--- src/rtl/egg_countdown_core.sv ---
// MM:SS BCD countdown engine for the egg timer: time setting, start/pause,
// 1 Hz countdown with minute borrow, and an end-of-count alarm flag.
module egg_countdown_core #(
    parameter int TICK_CYCLES = 100000000
) (
    input  logic       clk,
    input  logic       rst_n,
    input  logic       inc_min,
    input  logic       inc_sec,
    input  logic       start_stop,
    input  logic       clear,
    output logic [3:0] min_tens,
    output logic [3:0] min_ones,
    output logic [3:0] sec_tens,
    output logic [3:0] sec_ones,
    output logic       running,
    output logic       alarm,
    output logic [1:0] state
);

    localparam int PW = (TICK_CYCLES > 1) ? $clog2(TICK_CYCLES) : 1;

    typedef enum logic [1:0] {
        IDLE  = 2'd0,
        RUN   = 2'd1,
        PAUSE = 2'd2,
        DONE  = 2'd3
    } state_t;

    state_t        st, st_nxt;
    logic [PW-1:0] pre, pre_nxt;
    logic [3:0]    mt_n, mo_n, stn, so_n;

    logic          tick, time_zero, dec_zero;
    logic [3:0]    imt, imo, ist, iso;
    logic [3:0]    dmt, dmo, dst, dso;
    logic          b_s1, b_s2, b_m;

    assign tick      = (st == RUN) && (pre == PW'(TICK_CYCLES - 1));
    assign time_zero = ({min_tens, min_ones, sec_tens, sec_ones} == 16'd0);

    // BCD increments: minutes wrap 99->00, seconds wrap 59->00 without carry
    assign imo = (min_ones == 4'd9) ? 4'd0 : min_ones + 4'd1;
    assign imt = (min_ones == 4'd9) ? ((min_tens == 4'd9) ? 4'd0 : min_tens + 4'd1) : min_tens;
    assign iso = (sec_ones == 4'd9) ? 4'd0 : sec_ones + 4'd1;
    assign ist = (sec_ones == 4'd9) ? ((sec_tens == 4'd5) ? 4'd0 : sec_tens + 4'd1) : sec_tens;

    // Borrow chain; only used in RUN, where time is never 00:00
    assign b_s1     = (sec_ones == 4'd0);
    assign dso      = b_s1 ? 4'd9 : sec_ones - 4'd1;
    assign dst      = b_s1 ? ((sec_tens == 4'd0) ? 4'd5 : sec_tens - 4'd1) : sec_tens;
    assign b_s2     = b_s1 && (sec_tens == 4'd0);
    assign dmo      = b_s2 ? ((min_ones == 4'd0) ? 4'd9 : min_ones - 4'd1) : min_ones;
    assign b_m      = b_s2 && (min_ones == 4'd0);
    assign dmt      = b_m ? min_tens - 4'd1 : min_tens;
    assign dec_zero = ({dmt, dmo, dst, dso} == 16'd0);

    always_comb begin
        st_nxt  = st;
        pre_nxt = pre;
        mt_n    = min_tens;
        mo_n    = min_ones;
        stn     = sec_tens;
        so_n    = sec_ones;
        case (st)
            IDLE: begin
                pre_nxt = '0;
                if (clear) begin
                    {mt_n, mo_n, stn, so_n} = '0;
                end else if (start_stop) begin
                    if (!time_zero) st_nxt = RUN;
                end else begin
                    if (inc_min) {mt_n, mo_n} = {imt, imo};
                    if (inc_sec) {stn, so_n} = {ist, iso};
                end
            end
            RUN: begin
                pre_nxt = tick ? '0 : pre + PW'(1);
                if (clear) begin
                    st_nxt                  = IDLE;
                    pre_nxt                 = '0;
                    {mt_n, mo_n, stn, so_n} = '0;
                end else begin
                    if (tick) {mt_n, mo_n, stn, so_n} = {dmt, dmo, dst, dso};
                    // reaching 00:00 outranks a coincident pause request
                    if (tick && dec_zero)  st_nxt = DONE;
                    else if (start_stop)   st_nxt = PAUSE;
                end
            end
            PAUSE: begin
                if (clear) begin
                    st_nxt                  = IDLE;
                    pre_nxt                 = '0;
                    {mt_n, mo_n, stn, so_n} = '0;
                end else if (start_stop) begin
                    st_nxt = RUN;
                end
            end
            DONE: begin
                if (clear || start_stop) begin
                    st_nxt  = IDLE;
                    pre_nxt = '0;
                end
            end
            default: st_nxt = IDLE;
        endcase
    end

    always_ff @(posedge clk or negedge rst_n) begin
        if (!rst_n) begin
            st       <= IDLE;
            pre      <= '0;
            min_tens <= 4'd0;
            min_ones <= 4'd0;
            sec_tens <= 4'd0;
            sec_ones <= 4'd0;
            running  <= 1'b0;
            alarm    <= 1'b0;
        end else begin
            st       <= st_nxt;
            pre      <= pre_nxt;
            min_tens <= mt_n;
            min_ones <= mo_n;
            sec_tens <= stn;
            sec_ones <= so_n;
            running  <= (st_nxt == RUN);
            alarm    <= (st_nxt == DONE);
        end
    end

    assign state = st;

endmodule

--- config.mk ---
export PLATFORM = sky130hd
export DESIGN_NAME = egg_countdown_core
export DESIGN_NICKNAME = d
export VERILOG_FILES = /design/src/rtl/egg_countdown_core.sv
export SDC_FILE = /design/constraint.sdc
export NUM_CORES = 1
export LEC_CHECK = 0
export CELL_PAD_IN_SITES_DETAIL_PLACEMENT = 1
export CELL_PAD_IN_SITES_GLOBAL_PLACEMENT = 1
export CORE_AREA = 2 2 109 111
export CTS_BUF_LIST = sky130_fd_sc_hd__clkbuf_16
export DETAILED_ROUTE_END_ITERATION = 8
export DIE_AREA = 0 0 111 113
export GPL_ROUTABILITY_DRIVEN = 0
export PLACE_DENSITY = 0.54
export SYNTH_ARGS = -nofsm -noshare
export SYNTH_HDL_FRONTEND = slang
export SYNTH_SLANG_ARGS = --single-unit
export TNS_END_PERCENT = 5
--- constraint.sdc ---
create_clock -name clk -period 2.8 [get_ports clk]
set_input_delay 0.42 -clock clk [delete_from_list [all_inputs] [get_ports clk]]
set_output_delay 0.42 -clock clk [all_outputs]
set_load 0.01 [all_outputs]
[Yosys cells after proc, flatten, opt, wreduce, memory -nomap -nowiden]
Index checks and enable logic that the tools add are counted.
Operators by class
  mux-type cells: 52
  add/subtract/negate cells: 9
  eq/ne operators: 18
  reduce and logical (&&, ||, !) cells: 17
Operator list (count)
  $mux 4: 33
  $mux 27: 4
  $pmux 27 s4: 1
  $pmux 4 s3: 4
  $logic_not 16->1: 2
  $add 27x1->27 const B: 1
  $eq 27x27->1 const B: 1
  $mux 2: 9
  $ne 3x3->1 const B: 6
  $add 4x1->4 const B: 4
  $sub 4x1->4 const B: 4
  $eq 4x4->1 const B: 3
  $logic_not 4->1: 3
  $reduce_and 6->1: 2
  $reduce_and 5->1: 2
  $pmux 2 s4: 1
  $eq 2x2->1 const B: 3
  $eq 2x1->1 const B: 2
  $eq 4x3->1 const B: 1
  $logic_and 1x1->1: 4
  $ne 2x2->1 const B: 2
  $reduce_bool 3->1: 1
  $logic_not 2->1: 1
  $reduce_and 2->1: 1
  $logic_or 1x1->1: 1
Word-level totals
  output and inout bits: 20
  register bits: 47
  bits of input ports: 6
  word-level logic and storage cells: 104

[Logic depth before layout (Yosys ltp)]
  word-level depth: 10
  mapped depth: 9
  gate-level depth less buffers: 8

[Least setup slack after synthesis]
No wires, ideal clock.
  path kind: register to register
  start: reg st[1] (netlist: state[1])
  end: reg sec_tens[0]
  period minus slack after synthesis: 2197 ps
  stages on the path, launching flop included: 9
  arrival time: 2072 ps
  path buffers: 0
  path slack: 603 ps
  data required time: 2675 ps
  setup time: 125 ps
  cell sequence: dfrtp_1 -> inv_1 -> ha_1 -> nor4b_1 -> nand4_1 -> o21ai_1 -> a31oi_1 -> nor2_1 -> mux2_2
On the way
  longest elaborated chain between the ends: 4
  elaborated cells between the ends (all ways): 12
  classes of those cells: eq/ne: 7; mux: 1; reduce/logical: 4
RTL lines
  from (decl): RTL line 30  | state_t st, st_nxt;
  from (signal assigned): RTL line 120  | st <= st_nxt;
  $eq 2x1->1: RTL line 39, 65
  $logic_and 1x1->1: RTL line 39  | assign tick = (st == RUN) && (pre == PW'(TICK_CYCLES - 1));
  $ne 3x3->1 (no source line)
  $reduce_and 6->1 (no source line)
  to (signal assigned): RTL line 124  | sec_tens <= stn;
  to (decl): RTL line 14  | output logic [3:0] sec_tens,
Parallel ways exist; a longest one is shown, timed or not.
A chain may end at the register's enable or synchronous reset.

[Worst setup path after layout]
Ends and elaborated chain as after synthesis.

==> flow_summary.yaml <==
status:
  outcome: "completed"
timing:
  hold_violations: 0
  tightestPinTransition_ns: 0.653
  finalCritPeriodShare_pct: 88.4
  skew_ns: 0.00783
  rsz0062_at_grt: "no"
  setup_violations: 0
  timing.slew.headroom_pct: 56.4
  finalCriticalPeriod_ns: 2.47
  holdWs_ns: 0.144
  fmax_mhz: 404
  slew_viol_final: 0
  fin_tns_setup_ns: 0
floorplanning:
  coreArea_mm2: 0.0113
  start_util_pct: 29.8
  die_area_mm2: 0.0125
  die_width_um: 111
  io_pins: 26
  die_y_um: 113
  rows: 39
power_and_ir_drop:
  p_sw_mw: 1.61
  p_leak_nw: 1.58
  p_comb_share_pct: 55.3
  swShare_pct: 45.0
  pwr-share-seq_pct: 27.4
  powerDensity_mw_per_mm2: 894
  p_int_mw: 1.96
  power_frac_clock_pct: 17.3
  peakVddDrop_v: 0.000421
drt:
  vias_per_cell: 5.25
  num_vias: 3003
  wl_met3_um: 196
  m1WireLength_um: 4790
  wl_per_cell_um: 17.7
  post-route-drc-count: 0
  drt-total-wl_um: 10200
  ant_nets: 0
  top_layer: "met4"
  drt_iter0_drc: 94
  first_pass_iters: 4
  dr_wl_met2_um: 4990
worst_setup_path:
  ff2ff_path_depth: 8
  cp_data_required_time_ns: 2.99
  cp-start-kind: "register"
  critPathArrivalTime_ns: 2.66
  critPathKind: "reg -> reg"
  cp_max_fo: 7
  cp-end-kind: "register"
logic_synthesis:
  synth_top_flop_cell: "dfrtp_1"
  netlist.area_leader.share_pct: 35.0
  syn_avg_cell_area_um2: 8.55
  synth-edff-count: 0
  ys_types: 69
  syn-cell-area_mm2: 0.00336
  synthTopCellsByArea: "dfrtp_1, ha_1, nor2_1"
  netlist.top_cell.by_area: "dfrtp_1"
  async_flop_share_pct: 100
  synth.net_count: 419
  netlist_instances: 393
  ys_seq_elements: 47
  ys_seq_area_share_pct: 35.0
  ys_warn_count: 0
global_routing:
  grt_remaining_overflow: 0
  track_usage_pct: 16.7
  first_global_vias: 3097
  antenna_found_initial: 0
  grt_pass1_wl_um: 16600
  grt_max_degree: 27
worst_hold_path:
  hold_class: "in -> async"
final_layout:
  multi_input_area_mm2: 0.00207
  final_cells: 572
  fillers: 1322
  final_nets: 454
  n_antenna_cell: 0
  areaGrowthSynthToFinish_pct: 18.9
  register_area_mm2: 0.00118
  drive_above_1_share_pct: 10.7
clock_network:
  postCtsSetupRepairBufs: 0
  clock-sinks: 47
  cts_max_path_buffers: 2
  cts_hold_buf: 0
  cts_made_buffers: 5
  cts_max_level: 2
  root_buffer: "clkbuf_16"
  clock_latency_ns: 0.30
  path_clk_slew_ns: 0.07
  cts_tree: "built"
placed_design:
  hpwlAfterDp_um: 7800
  port_buffers: 25
  dpl.cell_count: 564
flow_run:
  drv_cap: 0
## sequential cells by signal, summed over array words and instances (netlist names)
signal,count
min_tens,4
running,1
min_ones,4
pre,27
alarm,1
sec_ones,4
sec_tens,4
state,2
## layout make-up
cell class / count / area share (%)
multi-input cells: 314 / 51.8
flip-flops and latches: 47 / 29.4
repair buffers: 38 / 8.58
well taps: 143 / 4.48
clock buffers: 5 / 3.13
inverters: 22 / 2.07
clock inverters: 3 / 0.501
## power by group through the flow
| stage | Clock, mW | Combinational, mW | Sequential (mW) |
|---|---|---|---|
| final | 0.617 | 1.98 | 0.978 |
| after global routing | 0.661 | 2.18 | 1.01 |
| after CTS | 0.641 | 1.98 | 0.982 |
| after detailed placement | 0 | 1.97 | 0.995 |
| after global placement | 0 | 1.95 | 0.992 |
| after floorplan | 0 | 1.30 | 0.972 |
## final timing paths
check | from | to | slack (ns)
min in group clk | pre[3] | pre[3] | 0.52
max in group asynchronous | rst_n | min_ones[0] | 2.02
min reg2reg | pre[3] | pre[3] | 0.52
max reg2reg | state[1] | sec_tens[0] | 0.33
max | state[1] | sec_tens[0] | 0.33
min | rst_n | pre[3] | 0.14
## synth_stat cells (4+ instances only)
| master | instances |
|---|---|
| inv_1 | 22 |
| o21ai_0 | 26 |
| nand4_1 | 11 |
| a31oi_1 | 8 |
| xnor2_1 | 16 |
| dfrtp_1 | 47 |
| nand3_1 | 19 |
| a21oi_1 | 17 |
| clkbuf_1 | 6 |
| nor2b_1 | 5 |
| xor2_1 | 5 |
| nor3_1 | 16 |
| mux2i_1 | 6 |
| nand2b_1 | 5 |
| nor2_1 | 51 |
| or2_2 | 4 |
| nand2_1 | 27 |
| ha_1 | 20 |
| o31ai_1 | 5 |
## cell families after synthesis
group                      after synthesis  synth area share (%)
and+or+nand+nor                        170                  27.0
xor gates and xnor gates                21                  5.47
AOI/OAI and AO/OA                       95                  18.7
muxes                                    8                  2.46
DFF                                     47                  35.0
adders and majority gates               20                  7.45
buffers and inverters                   32                  3.91
## worst max-delay path, cell delays in order, from the launching register on
cell and delay (ns):
dfrtp_1 0.45, inv_1 0.11, ha_1 0.26, nor4b_2 0.26
nand4_1 0.21, o21ai_1 0.27, a31oi_1 0.22, nor2_2 0.22
mux2_2 0.36
## placed cells by master (no fill, tap or decap), types with 6 or more instances in the layout
master / count
a21oi_1: 17
a31oi_1: 8
buf_4: 13
clkdlybuf4s50_1: 24
dfrtp_1: 47
ha_1: 20
inv_1: 22
mux2i_1: 6
nand2_1: 27
nand3_1: 19
nand4_1: 11
nor2_1: 50
nor3_1: 16
o21ai_0: 26
xnor2_1: 16
## metal layers
metal,vias to the layer above,GRT usage (%)
met4,0,5.75
met5,-,0
met2,36,29.4
met3,12,2.36
met1,1471,21.1
li1,1484,-
## stage by stage
stage / setup WS [ns] / instance area, um2 / util, % / power (mW)
final: 0.326 / 4000 / 35.5 / 3.57
after global routing: 0.0359 / 4000 / 35.5 / 3.85
after CTS: 0.136 / 3980 / 35.3 / 3.60
after detailed placement: 0.154 / 3830 / 34.0 / 2.96
after global placement: 0.355 / 3830 / 34.0 / 2.94
after floorplan: 0.603 / 3360 / - / 2.27
## repair_timing
action,CTS,global route
hold endpoints to repair,0,0
resized for setup,0,4
endpoints found under the setup margin,0,3
Power figures use the tool's default switching activity.
